## src/rtl/float32_mult_round_pkg.sv

```systemverilog
// Shared binary32 constants and the signed exponent type for the multiplier back end.
package float32_mult_round_pkg;

  // Signed two's complement exponent wide enough for expA+expB-127 plus two carries.
  typedef logic signed [9:0] exp_t;

  localparam exp_t        BIAS    = exp_t'(127);
  localparam exp_t        EXP_MAX = exp_t'(255);
  localparam logic [31:0] QNAN    = 32'h7FC0_0000;

endpackage

```

## src/rtl/float32_round_rne.sv

```systemverilog
// Round-to-nearest-even on a 23-bit fraction; a carry out bumps the exponent.
module float32_round_rne
  import float32_mult_round_pkg::*;
(
  input  logic [22:0] frac_in,
  input  logic        guard,
  input  logic        sticky,
  input  exp_t        exp_in,
  output logic [22:0] frac_out,
  output exp_t        exp_out
);

  logic        inc;
  logic [23:0] sum;

  // Increment on guard when above half-way or on an exact tie with an odd LSB.
  always_comb begin
    inc = guard & (sticky | frac_in[0]);
    sum = {1'b0, frac_in} + {23'd0, inc};
    if (sum[23]) begin
      frac_out = '0;
      exp_out  = exp_in + exp_t'(1);
    end else begin
      frac_out = sum[22:0];
      exp_out  = exp_in;
    end
  end

endmodule

```

## src/rtl/float32_mult_round.sv

```systemverilog
// Two-stage normalize/round/pack back end of a binary32 multiplier.
module float32_mult_round
  import float32_mult_round_pkg::*;
(
  input  logic        clk,
  input  logic        rst,
  input  logic        valid_in,
  input  logic        sign_in,
  input  logic [9:0]  exp_sum_in,
  input  logic [47:0] mant_prod_in,
  input  logic        zero_in,
  input  logic        inf_in,
  input  logic        nan_in,
  output logic        valid_out,
  output logic [31:0] out_data,
  output logic        overflow,
  output logic        underflow
);

  // Stage 1 registers
  logic        s1_valid;
  logic        s1_sign;
  logic [22:0] s1_frac;
  logic        s1_guard;
  logic        s1_sticky;
  exp_t        s1_exp;
  logic        s1_zero;
  logic        s1_inf;
  logic        s1_nan;

  // Stage 1 next values
  logic [22:0] n_frac;
  logic        n_guard;
  logic        n_sticky;
  exp_t        n_exp;

  // Stage 2 next values
  logic [22:0] r_frac;
  exp_t        r_exp;
  logic [31:0] n_data;
  logic        n_ovf;
  logic        n_udf;

  // Normalize: select fraction window by the product's top bit.
  always_comb begin
    if (mant_prod_in[47]) begin
      n_frac   = mant_prod_in[46:24];
      n_guard  = mant_prod_in[23];
      n_sticky = |mant_prod_in[22:0];
      n_exp    = exp_t'(exp_sum_in) + exp_t'(1);
    end else begin
      n_frac   = mant_prod_in[45:23];
      n_guard  = mant_prod_in[22];
      n_sticky = |mant_prod_in[21:0];
      n_exp    = exp_t'(exp_sum_in);
    end
  end

  // Stage 1 register: valid every cycle, payload only on valid_in.
  always_ff @(posedge clk or posedge rst) begin
    if (rst) begin
      s1_valid  <= 1'b0;
      s1_sign   <= 1'b0;
      s1_frac   <= '0;
      s1_guard  <= 1'b0;
      s1_sticky <= 1'b0;
      s1_exp    <= '0;
      s1_zero   <= 1'b0;
      s1_inf    <= 1'b0;
      s1_nan    <= 1'b0;
    end else begin
      s1_valid <= valid_in;
      if (valid_in) begin
        s1_sign   <= sign_in;
        s1_frac   <= n_frac;
        s1_guard  <= n_guard;
        s1_sticky <= n_sticky;
        s1_exp    <= n_exp;
        s1_zero   <= zero_in;
        s1_inf    <= inf_in;
        s1_nan    <= nan_in;
      end
    end
  end

  float32_round_rne u_round (
    .frac_in  (s1_frac),
    .guard    (s1_guard),
    .sticky   (s1_sticky),
    .exp_in   (s1_exp),
    .frac_out (r_frac),
    .exp_out  (r_exp)
  );

  // Pack: specials first, then overflow/underflow from the rounded exponent.
  always_comb begin
    n_data = {s1_sign, r_exp[7:0], r_frac};
    n_ovf  = 1'b0;
    n_udf  = 1'b0;
    if (s1_nan || (s1_inf && s1_zero)) begin
      n_data = QNAN;
    end else if (s1_inf) begin
      n_data = {s1_sign, 8'hFF, 23'h0};
    end else if (s1_zero) begin
      n_data = {s1_sign, 31'h0};
    end else if (r_exp >= EXP_MAX) begin
      n_data = {s1_sign, 8'hFF, 23'h0};
      n_ovf  = 1'b1;
    end else if (r_exp <= exp_t'(0)) begin
      n_data = {s1_sign, 31'h0};
      n_udf  = 1'b1;
    end
  end

  // Stage 2 register: outputs hold while no valid result arrives.
  always_ff @(posedge clk or posedge rst) begin
    if (rst) begin
      valid_out <= 1'b0;
      out_data  <= '0;
      overflow  <= 1'b0;
      underflow <= 1'b0;
    end else begin
      valid_out <= s1_valid;
      if (s1_valid) begin
        out_data  <= n_data;
        overflow  <= n_ovf;
        underflow <= n_udf;
      end
    end
  end

endmodule

```

## config.mk

```make
export PLATFORM = sky130hd
export DESIGN_NAME = float32_mult_round
export DESIGN_NICKNAME = d
export VERILOG_FILES = /design/src/rtl/float32_mult_round_pkg.sv /design/src/rtl/float32_round_rne.sv /design/src/rtl/float32_mult_round.sv
export SDC_FILE = /design/constraint.sdc
export NUM_CORES = 1
export LEC_CHECK = 0
export ABC_AREA = 0
export CAP_MARGIN = 20
export CORE_ASPECT_RATIO = 1.5
export CORE_MARGIN = 3
export CORE_UTILIZATION = 45
export CTS_CLUSTER_SIZE = 8
export DETAILED_ROUTE_END_ITERATION = 16
export PLACE_DENSITY_LB_ADDON = 0.2
export SETUP_SLACK_MARGIN = 0.15
export SLEW_MARGIN = 20
export SYNTH_ARGS = -nofsm -noshare
export SYNTH_HDL_FRONTEND = slang
export SYNTH_SLANG_ARGS = --single-unit
```

## constraint.sdc

```tcl
create_clock -name clk -period 2.9 [get_ports clk]
set_input_delay 0.725 -clock clk [delete_from_list [all_inputs] [get_ports clk]]
set_output_delay 0.725 -clock clk [all_outputs]
set_load 0.05 [all_outputs]
```

==> impl_metrics.toml, run 1 <==
[logic_synthesis]
ys_types = 44
ys_seq_area_frac = 0.458
yosysTopAreaCell = "dfrtp_1"
synthTopCellsByArea = "dfrtp_1 46%, mux2i_1 7.3%, a21oi_1 5.2%, xor2_1 5.1%, nor2_1 4.4%"
synth_warnings = 0
synth-seq-cells = 75
avgSynthCellArea_um2 = 10.0
synth-edff-count = 0
synthesis.area_um2 = 4100
synth_fp_nets = 478
synthFlopType = "dfrtp_1"
synth_cells = 409
synth_most_common_cell = "dfrtp_1"
async_flop_share = 1.00
synthTopCellsByCount = "75 x dfrtp_1, 48 x nor2_1, 43 x a21oi_1, 30 x mux2i_1, 24 x xor2_1"
yosys.area.top_type_share = 0.458

[critical_path]
crit_fanout = 6
endpoint_kind = "register"
crit_chain = "and4_1 > and3_1 > buf_4 > and4_2 > mux2i_1 > o211a_1 > or3b_4 > o32ai_1"
critical_path.slowest_cell = "or3b_4"
crit_required_ns = 3.13
crit_path_max_incr_delay_ns = 0.47
worstSetupPathType = "register to register"
critPathArrivalTime_ns = 2.79
cp-start-kind = "register"

[drt]
drt-initial-drc-count = 196
routedWlPerCell_um = 16.7
detail-route-antenna-nets = 0
first_pass_iters = 4
vias = 3495
remaining_drc_errors = 0
viasPerCell = 5.61
drt-total-wl_um = 10400

[die]
rows = 42
design.portCount = 100
die_h_um = 123
die_x_um = 83.9
core_area_um2 = 8830
initial_core_util = 0.464
design.die.area_um2 = 10300

[placed_design]
gp_congestion = 0.872
dp_hpwl_um = 7410
port_buffers = 99
dp_slack_ns = 0.118

[sta]
fin_tns_setup_ns = 0
period_share = 0.883
slew_violations = 0
rsz0062_at_grt = "no"
fin_crit_ns = 2.56
worst_slew_pin_slew_ns = 0.506
max_freq_mhz = 390
hold_violations = 0
clock_skew_ns = 0.00647
fin_ws_ns = 0.339
setup_viol = 0
max-slew-margin-rel = 0.662

[clock_tree]
h-tree-depth = 3
cts_tree = "built"
clk_path_buf_depth = 2
clk-insertion-delay-late_ns = 0.33
numCtsBuffers = 9
cts_sinks = 75
root_buffer = "clkbuf_16"
clk_pin_slew_ns = 0.05

[global_route]
track_usage = 0.202
grt_max_degree = 76
grt_pass1_vias = 3441
antenna_found_initial = 0
grt_pass1_wl_um = 16600
grt_overflow = 0

[finish]
syn2layout_area_growth_pct = 36.9
max_flop_register = "out_data"
antennaDiodeCount = 0
drive_above_1_share = 0.117
final_nets = 577
reg.largest.list = "out_data: 32 flops, s1_frac: 23 flops, s1_exp: 10 flops"
largest_reg_flops = 32

[power]
total_power_mw = 2.88
powerDensity_nw_per_um2 = 513
p_leak_nw = 2.26
vdd_drop_max_v = 0.000329

[flow_run]
max_cap_viol_count = 0

[run_status]
outcome = "finished clean"

[worst_hold_path]
hold_class = "register to register"
## metal layers
metal	track usage	share of wire	wire [um]	vias up
met5	0	0	0	-
met1	0.233	0.40	4150	1726
met3	0.0353	0.033	347	8
li1	-	-	-	1667
met4	0.0594	0.0095	99	0
met2	0.380	0.56	5800	94
## final cells by class
type	instances	area (um^2)
flip-flops and latches	75	1880
fillers	745	3210
multi-input cells	291	2130
clock inverters	1	5.00
well taps	110	138
clock buffers	15	288
inverters	19	71.3
repair buffers	112	1100
## worst max-delay path, delay by kind of cell (launching register included)
family                 cells  cell delay [ns]
and+or+nand+nor            4             1.28
DFF                        1             0.44
AOI/OAI and AO/OA          2             0.48
muxes                      1             0.09
buffers and inverters      1             0.17
## through the flow
step | util | cells | cell area (um^2) | hold WS, ns
finish | 0.636 | 623 | 5610 | 0.487
global route | 0.636 | 623 | 5610 | 0.509
CTS | 0.630 | 621 | 5560 | 0.488
detailed placement | 0.596 | 604 | 5260 | 0.475
global placement | 0.596 | 604 | 5260 | 0.471
floorplan | - | 409 | 4140 | 0.352
## power by group
part           total [mW]  internal, mW  switching [mW]
Clock                1.07         0.672           0.395
Sequential           1.23          1.13          0.0992
Combinational       0.586         0.268           0.318
Total                2.88          2.07           0.813
## layout by cell type (no fill, tap or decap), types with 3 or more instances in the layout
cell and n:
buf_4 11, xnor2_1 16, nand4_1 15, nor4_1 8, o22a_1 9, o2bb2ai_1 11, clkbuf_8 4, nor2_1 48
mux2_2 4, xor2_1 22, o32ai_2 9, nor3_1 3, inv_1 18, clkbuf_16 9, and3_1 7, or3b_4 3
mux2i_1 30, nand3_1 9, ha_1 3, a21oi_1 43, clkdlybuf4s50_1 97, nand2b_1 3, nand2_1 15, dfrtp_1 75
## cells by family after synthesis
kind of cell	after synthesis	synth area share
adders and majority gates	4	0.0122
buffers and inverters	45	0.0455
DFF	75	0.458
and+or+nand+nor	128	0.164
AOI/OAI and AO/OA	83	0.151
muxes	34	0.0842
xor gates and xnor gates	40	0.0854
## what timing repair did
action                     CTS  global route
resized for setup            2             7
pin swaps                    0             4
setup endpoints to repair    2            22
gates cloned                 1             1
hold buffers                 0             0
buffers inserted             0             1
## path summary, 6_finish.rpt
kind                                                  to  slack, ns  depth (start not counted)                    start
worst max-delay path            out_data[18]$_DFFE_PP0P_       0.34                          8  s1_frac[13]$_DFFE_PP0P_
worst min-delay path             out_data[9]$_DFFE_PP0P_       0.49                          1  out_data[9]$_DFFE_PP0P_
worst max register to register  out_data[18]$_DFFE_PP0P_       0.34                          8  s1_frac[13]$_DFFE_PP0P_
worst min register to register   out_data[9]$_DFFE_PP0P_       0.49                          1  out_data[9]$_DFFE_PP0P_
max in group asynchronous       out_data[29]$_DFFE_PP0P_       1.79                          3                      rst
min in group asynchronous       out_data[13]$_DFFE_PP0P_       0.80                          3                      rst
Power figures use the tool's default switching activity.
==> run 2: changes to the inputs <==
--- a/config.mk
+++ b/config.mk
@@ -9,7 +9,7 @@
 export CAP_MARGIN = 20
 export CORE_ASPECT_RATIO = 1.5
 export CORE_MARGIN = 3
-export CORE_UTILIZATION = 45
+export CORE_UTILIZATION = 31
 export CTS_CLUSTER_SIZE = 8
 export DETAILED_ROUTE_END_ITERATION = 16
 export PLACE_DENSITY_LB_ADDON = 0.2
==> constraint.sdc (replaced) <==
create_clock -name clk -period 3 [get_ports clk]
set_input_delay 0.75 -clock clk [delete_from_list [all_inputs] [get_ports clk]]
set_output_delay 0.75 -clock clk [all_outputs]
set_load 0.05 [all_outputs]
==> run 2 against run 1 <==
  * Worst setup slack got worse by 0.024 ns
  * Maximum frequency fell by 4.6%
  * Cell count increased by 7.5%
  * Highest routed layer unchanged
  * Critical path depth is 1 lower
  * Cell area increased by 0.76%
  * Clock skew rose by 0.0028 ns
  * Clock power rose by 8%
  * Core utilization fell by 19 points
==> impl_metrics.toml, run 2 (same netlist as run 1, synthesis figures left out) <==
[drt]
drt-total-wl_um = 11200
detail-route-antenna-nets = 0
remaining_drc_errors = 0
drt-initial-drc-count = 122
vias = 3405
viasPerCell = 5.08
first_pass_iters = 4
routedWlPerCell_um = 16.7

[critical_path]
path_depth = 7
crit_path_max_incr_delay_ns = 0.53
endpoint_kind = "register"
r2r-end = "out_data[20]$_DFFE_PP0P_"
crit_family = "simple AND/OR/NAND/NOR gates"
crit_chain = "nand4_2 > nor4_4 > nand4_1 > xor2_2 > nand2_1 > or3b_4 > o32ai_1"
r2r_cells = 7
critPathArrivalTime_ns = 2.92
crit_required_ns = 3.23
critPathBufInv = 0
endpoint = "out_data[20]$_DFFE_PP0P_"
worstSetupPathType = "register to register"
crit_fanout = 11
reg2reg_slack_ns = 0.31
critical_path.slowest_cell = "or3b_4"
r2r-start = "s1_frac[3]$_DFFE_PP0P_"
startpoint = "s1_frac[3]$_DFFE_PP0P_"
cp-start-kind = "register"

[power]
vdd_drop_max_v = 0.000293
powerDensity_nw_per_um2 = 514
p_leak_nw = 2.27

[clock_tree]
h-tree-depth = 3
root_buffer = "clkbuf_16"
clk_pin_slew_ns = 0.06
numCtsBuffers = 9
clk_path_buf_depth = 2
clk-insertion-delay-late_ns = 0.34
cts_tree = "built"
cts_sinks = 75
cts_hold_buffers = 0

[sta]
clock_skew_ns = 0.00927
period_share = 0.895
max_freq_mhz = 372
fin_tns_setup_ns = 0
fin_crit_ns = 2.69
max-slew-margin-rel = 0.635
setup_viol = 0
slew_violations = 0
rsz0062_at_grt = "no"
hold_violations = 0
worst_slew_pin_slew_ns = 0.546

[global_route]
grt_use_met3 = 0.0181
grt_overflow = 0
antenna_found_initial = 0
grtUsageMet2 = 0.289
track_usage = 0.157
grt_pass1_vias = 3579
grt_max_degree = 76
busiest_layer = "met2"
grt_pass1_wl_um = 18200
met1_usage = 0.181

[placed_design]
gp_congestion = 0.840
dp_hpwl_um = 8400
placed_cells = 651
port_buffers = 99
placed_area_um2 = 5280

[finish]
multi_input_area_um2 = 2090
largest_reg_flops = 32
final_nets = 578
layout_commonest_cell = "clkdlybuf4s50_1"
final_area_um2 = 5660
reg.largest.list = "out_data: 32 flops, s1_frac: 23 flops, s1_exp: 10 flops"
drive_above_1_share = 0.111
max_flop_register = "out_data"
fillers = 1198
syn2layout_area_growth_pct = 38.0
layout_common_cells = "97 x clkdlybuf4s50_1, 75 x dfrtp_1, 48 x nor2_1"
antennaDiodeCount = 0
seqCellArea_um2 = 1880
finalNonFillerCells = 670

[run_status]
outcome = "finished clean"

[die]
design.portCount = 100
core_area_um2 = 12700
rows = 50
die_x_um = 99.9
initial_core_util = 0.323
die_h_um = 147
design.die.area_um2 = 14700

[flow_run]
max_cap_viol_count = 0

[worst_hold_path]
hold_class = "register to register"
-- run 2: repair_timing --
| item | 4_1_cts | 5_1_grt |
|---|---|---|
| buffers inserted | 0 | 2 |
| setup endpoints to repair | 0 | 22 |
| resized for setup | 0 | 6 |
-- run 2: worst register-to-register path, stage by stage (launching register included) --
cell and delay (ns):
dfrtp_1 0.46, nand4_2 0.32, nor4_4 0.38, nand4_1 0.19, xor2_2 0.25, nand2_1 0.16
or3b_4 0.53, o32ai_1 0.30
-- run 2: worst min path at each step --
stage                                        start                       end  cells after the start
after floorplan                 s1_valid$_DFF_PP0_       valid_out$_DFF_PP0_                      0
after global placement     out_data[1]$_DFFE_PP0P_   out_data[1]$_DFFE_PP0P_                      1
after detailed placement   out_data[1]$_DFFE_PP0P_   out_data[1]$_DFFE_PP0P_                      1
after CTS                  out_data[1]$_DFFE_PP0P_   out_data[1]$_DFFE_PP0P_                      1
after global routing      out_data[28]$_DFFE_PP0P_  out_data[28]$_DFFE_PP0P_                      1
final                      out_data[1]$_DFFE_PP0P_   out_data[1]$_DFFE_PP0P_                      1
-- run 2: metrics by stage --
stage | utilization | hold slack (ns) | total power, mW | setup slack, ns
5_1_grt | 0.445 | 0.514 | 3.04 | 0.104
3_5_place_dp | 0.416 | 0.474 | 1.76 | 0.186
4_1_cts | 0.441 | 0.492 | 2.94 | 0.185
3_3_place_gp | 0.416 | 0.481 | 1.75 | 0.300
6_report | 0.445 | 0.484 | 2.91 | 0.315
2_1_floorplan | - | 0.352 | 1.52 | 0.206
-- run 2: power breakdown --
group / internal, mW / leakage (nW) / switching (mW)
clock network: 0.751 / 0.157 / 0.404
registers: 1.09 / 0.896 / 0.0923
logic: 0.257 / 1.21 / 0.311
-- run 2: final cells by class --
type | instances | area share
inverter | 19 | 0.0126
timing repair buffer | 114 | 0.196
tap | 156 | 0.0345
clock buffer | 12 | 0.0436
sequential | 75 | 0.332
multi-input combinational | 290 | 0.369
clock inverter | 4 | 0.0131
-- run 2: routing by layer --
layer	vias up	wire (um)
li1	1672	-
met1	1651	4300
met2	67	6340
met3	15	334
met4	0	220
met5	-	0
